### src/rtl/inst_buffer.sv
// Instruction queue between fetch and decode. It is a DEPTH-entry circular buffer
// with a valid/ready handshake on both sides, a single-cycle flush, and a NOP output while empty.
module inst_buffer #(
   parameter int              XLEN  = 32,
   parameter int              DEPTH = 4,
   parameter int              PTR_W = 2,
   parameter logic [XLEN-1:0] NOP   = 32'h00000013
) (
   input  logic            clk,
   input  logic            rst,
   input  logic            flush,
   input  logic            in_valid,
   input  logic [XLEN-1:0] in_inst,
   input  logic [XLEN-1:0] in_addr,
   output logic            in_ready,
   input  logic            out_ready,
   output logic            out_valid,
   output logic [XLEN-1:0] inst,
   output logic [XLEN-1:0] inst_addr,
   output logic [PTR_W:0]  count
);

   localparam logic [PTR_W:0] FULL = (PTR_W+1)'(DEPTH);

   logic [XLEN-1:0] inst_mem [DEPTH];
   logic [XLEN-1:0] addr_mem [DEPTH];
   logic [PTR_W-1:0] rd_ptr;
   logic [PTR_W-1:0] wr_ptr;
   logic [PTR_W:0]   cnt;
   logic             push;
   logic             pop;

   // Handshake status depends only on registered occupancy, so a full queue never passes through.
   assign in_ready  = (cnt != FULL);
   assign out_valid = (cnt != '0);
   assign push      = in_valid & in_ready & ~flush;
   assign pop       = out_valid & out_ready & ~flush;

   assign inst      = out_valid ? inst_mem[rd_ptr] : NOP;
   assign inst_addr = out_valid ? addr_mem[rd_ptr] : '0;
   assign count     = cnt;

   // NOTE: storage has no reset; occupancy gates every read, so stale contents are never visible.
   always_ff @(posedge clk) begin
      if (push) begin
         inst_mem[wr_ptr] <= in_inst;
         addr_mem[wr_ptr] <= in_addr;
      end
   end

   // NOTE: non-blocking assignments keep every register sampling pre-edge values.
   always_ff @(posedge clk or posedge rst) begin
      if (rst) begin
         rd_ptr <= '0;
         wr_ptr <= '0;
         cnt    <= '0;
      end else if (flush) begin
         rd_ptr <= '0;
         wr_ptr <= '0;
         cnt    <= '0;
      end else begin
         if (push) wr_ptr <= wr_ptr + PTR_W'(1);
         if (pop)  rd_ptr <= rd_ptr + PTR_W'(1);
         case ({push, pop})
            2'b10:   cnt <= cnt + (PTR_W+1)'(1);
            2'b01:   cnt <= cnt - (PTR_W+1)'(1);
            default: cnt <= cnt;
         endcase
      end
   end

endmodule

### config.mk
export PLATFORM = sky130hd
export DESIGN_NAME = inst_buffer
export DESIGN_NICKNAME = d
export VERILOG_FILES = /design/src/rtl/inst_buffer.sv
export SDC_FILE = /design/constraint.sdc
export NUM_CORES = 1
export LEC_CHECK = 0
export CELL_PAD_IN_SITES_DETAIL_PLACEMENT = 2
export CELL_PAD_IN_SITES_GLOBAL_PLACEMENT = 2
export CORE_MARGIN = 5
export CORE_UTILIZATION = 38
export DETAILED_ROUTE_END_ITERATION = 16
export DONT_BUFFER_PORTS = 1
export PLACE_DENSITY_LB_ADDON = 0.12
export SKIP_CTS_REPAIR_TIMING = 1
export SLEW_MARGIN = 0
export SYNTH_ARGS = -nofsm -noshare
export SYNTH_HDL_FRONTEND = slang
export SYNTH_SLANG_ARGS = --single-unit
export TNS_END_PERCENT = 10
### constraint.sdc
create_clock -name clk -period 2.7 [get_ports clk]
set_input_delay 0.135 -clock clk [delete_from_list [all_inputs] [get_ports clk]]
set_output_delay 0.135 -clock clk [all_outputs]
set_load 0.02 [all_outputs]
==> reports/metrics.cfg <==
[outcome]
status=finished clean

[routing]
postRouteWirelength_um=22670
vias=4743
drt_iter0_markers=268
viasPerCell=5.139
drtAntennaViolNets=0
route.detailed.drc=0
post_drt_wl_per_cell_um=24.56
first_pass_iters=4

[place]
gp_congestion=0.7142
place_hpwl_um=13740
dp_cells=802
io_buffers=0
pre_cts_ws_ps=377.1

[critical_path]
cp-end-kind=primary output
crit_fanout=26
critical_path_class=flop to primary output
path_buf_inv=1
regToRegSetupSlack_ps=380
cp_cell_sequence=buf_12 -> mux4_2 -> or2_1
cpPeakStageDelay_ps=650
crit_slowest_cell=dfrtp_4
cp_top_family=flip-flops
cp.required_ps=2570
worstPathArrival_ps=2380
crit_path_start_kind=flop

[logic_synthesis]
synthMuxAreaShare_pct=14.22
synth-seq-cells=263
synth-compound-area-share_pct=0.9918
ys_seq_area_share_pct=76.94
synth_xor_xnor_area_share_pct=0.2571
netlist_instances=471
yosys.area_share.simple_pct=5.045
synth_cell_type_count=32
syn-cell-area_um2=10220
synth-edff-count=256
synthAdderAreaFrac_pct=0.6857
ys.flop_type=edfxtp_1
synth_nets=545
yosysTopAreaCell=edfxtp_1
synth_area_per_cell_um2=21.70
yosysWarnings=0
synthDominantCellAreaShare_pct=75.23
synthTopCellsByArea=edfxtp_1 75%, mux4_2 14%, and2_1 4.0%
synth_top_family_by_area=multiplexers
async_reset_ff_share_pct=2.662

[floorplanning]
die_x_um=174.0
fp.dieH_um=174.0
fp.coreArea_um2=26730
die_area_um2=30270
pin_count=138
initial_utilization_pct=38.24
rows=60

[global_route]
antenna_found_initial=3
grtUsageTotal_pct=14.60
gr-total-overflow=0
grt_pass1_vias=5343
grt_pass1_wl_um=34090
grt_max_degree=41

[cts]
clkLatencyLatePin_ps=530
clockBufferDepth=3
root_buffer=clkbuf_16
htree_levels=1
cts_tree=built
cts_buffers=29
cts.clk_slew.worst_paths_ps=60
clock-sinks=263

[sta]
setup_viol=0
hold_viol=0
timing.fmax_mhz=398.2
fin_setup_tns_ps=0
slew_headroom_pct=62.33
worst_slack_ps=188.8
rsz0062_at_grt=no
drv_slew=0
worst_pin_slew_ps=565.0
skew_ps=16.35
period_minus_slack_ps=2511
holdWs_ps=8.248
fin_crit_sh_pct=93.01

[finish]
post-route-util_pct=45.96
most-common-layout-cells=256 x edfxtp_1, 70 x dlygate4sd3_1, 64 x mux4_2, 62 x and2_1, 29 x clkbuf_16
layout_commonest_cell=edfxtp_1
nets=636
drive_above_1_share_pct=21.17
final_cells=923
syn2layout_area_growth_pct=20.19

[power_and_ir_drop]
leakagePower_nw=3.872
pwr_density_cell_nw_per_um2=754.8
ir_drop_mv=0.5627

[run]
drv_cap=0

[hold_path]
min-delay-path-class=primary input to asynchronous set/reset pin

metrics by stage:
step	power [mW]	area, um^2
floorplan	5.505	10220
CTS	9.312	11580
finish	9.270	12280
global route	9.707	12280
detailed placement	5.744	10740
global placement	5.721	10740
cells in the mapped netlist (all sizes together), types with 2 or more instances:
| master | count |
|---|---|
| mux4 | 64 |
| edfxtp | 256 |
| nor2 | 3 |
| inv | 9 |
| ha | 4 |
| nor3b | 2 |
| o22ai | 2 |
| and2 | 66 |
| or2 | 4 |
| xor2 | 2 |
| nand2b | 2 |
| clkbuf | 7 |
| dfrtp | 7 |
| o21ai | 2 |
| o2111ai | 2 |
| a21oi | 4 |
| buf | 19 |
| nand3 | 4 |
| nor3 | 3 |
flip-flops by register name, summed over array words and instances, names as in the netlist:
name	flops
addr_mem	128
count	3
rd_ptr	2
wr_ptr	2
inst_mem	128
worst register-to-register path, delay by kind of cell (launching register included):
family	cells	cell delay (ps)
DFF	1	700
buffers and inverters	1	370
and+or+nand+nor	3	900
area by class of cell:
| class | instances | area (um^2) |
|---|---|---|
| Clock buffer | 37 | 755.7 |
| Sequential cell | 263 | 7870 |
| Timing Repair Buffer | 86 | 933.4 |
| Fill cell | 2416 | 14440 |
| Clock inverter | 13 | 83.83 |
| Tap cell | 341 | 426.7 |
| Inverter | 9 | 33.78 |
| Multi-Input combinational cell | 173 | 2176 |
| Antenna cell | 1 | 2.502 |
path summary, 6_finish.rpt:
path                                       start                         to  cells after the start
min reg2reg                wr_ptr[1]$_DFFE_PP0P_      wr_ptr[1]$_DFFE_PP0P_                      2
max reg2reg                 count[0]$_DFFE_PP0P_  addr_mem[2][26]$_DFFE_PP_                      4
max in group asynchronous                    rst      rd_ptr[1]$_DFFE_PP0P_                      2
max                        rd_ptr[0]$_DFFE_PP0P_                    inst[1]                      3
min                                          rst       count[0]$_DFFE_PP0P_                      2
min in group clk                        in_valid       count[2]$_DFFE_PP0P_                      3
where the power goes:
part | internal, mW | leakage, nW | total, mW | switching, mW
clock | 2.05 | 0.410 | 3.52 | 1.47
sequential | 4.61 | 2.42 | 4.68 | 0.0761
combinational | 0.438 | 1.05 | 1.07 | 0.630
total | 7.09 | 3.87 | 9.27 | 2.18
metal layers:
metal / track usage [%] / up-vias / wire length (um)
met4: 3.134 / 4 / 310
met5: 0 / - / 21
met1: 17.29 / 2524 / 9165
li1: - / 2081 / -
met3: 5.372 / 29 / 1278
met2: 25.64 / 105 / 11890
logic make-up after synthesis:
logic type               after synthesis
XOR/XNOR                               3
AND/OR/NAND/NOR                       85
AO/OA/AOI/OAI                         15
multiplexers                          65
adder cells (fa/ha/maj)                5
buffers and inverters                 35
flip-flops                           263
Power figures use the tool's default switching activity.
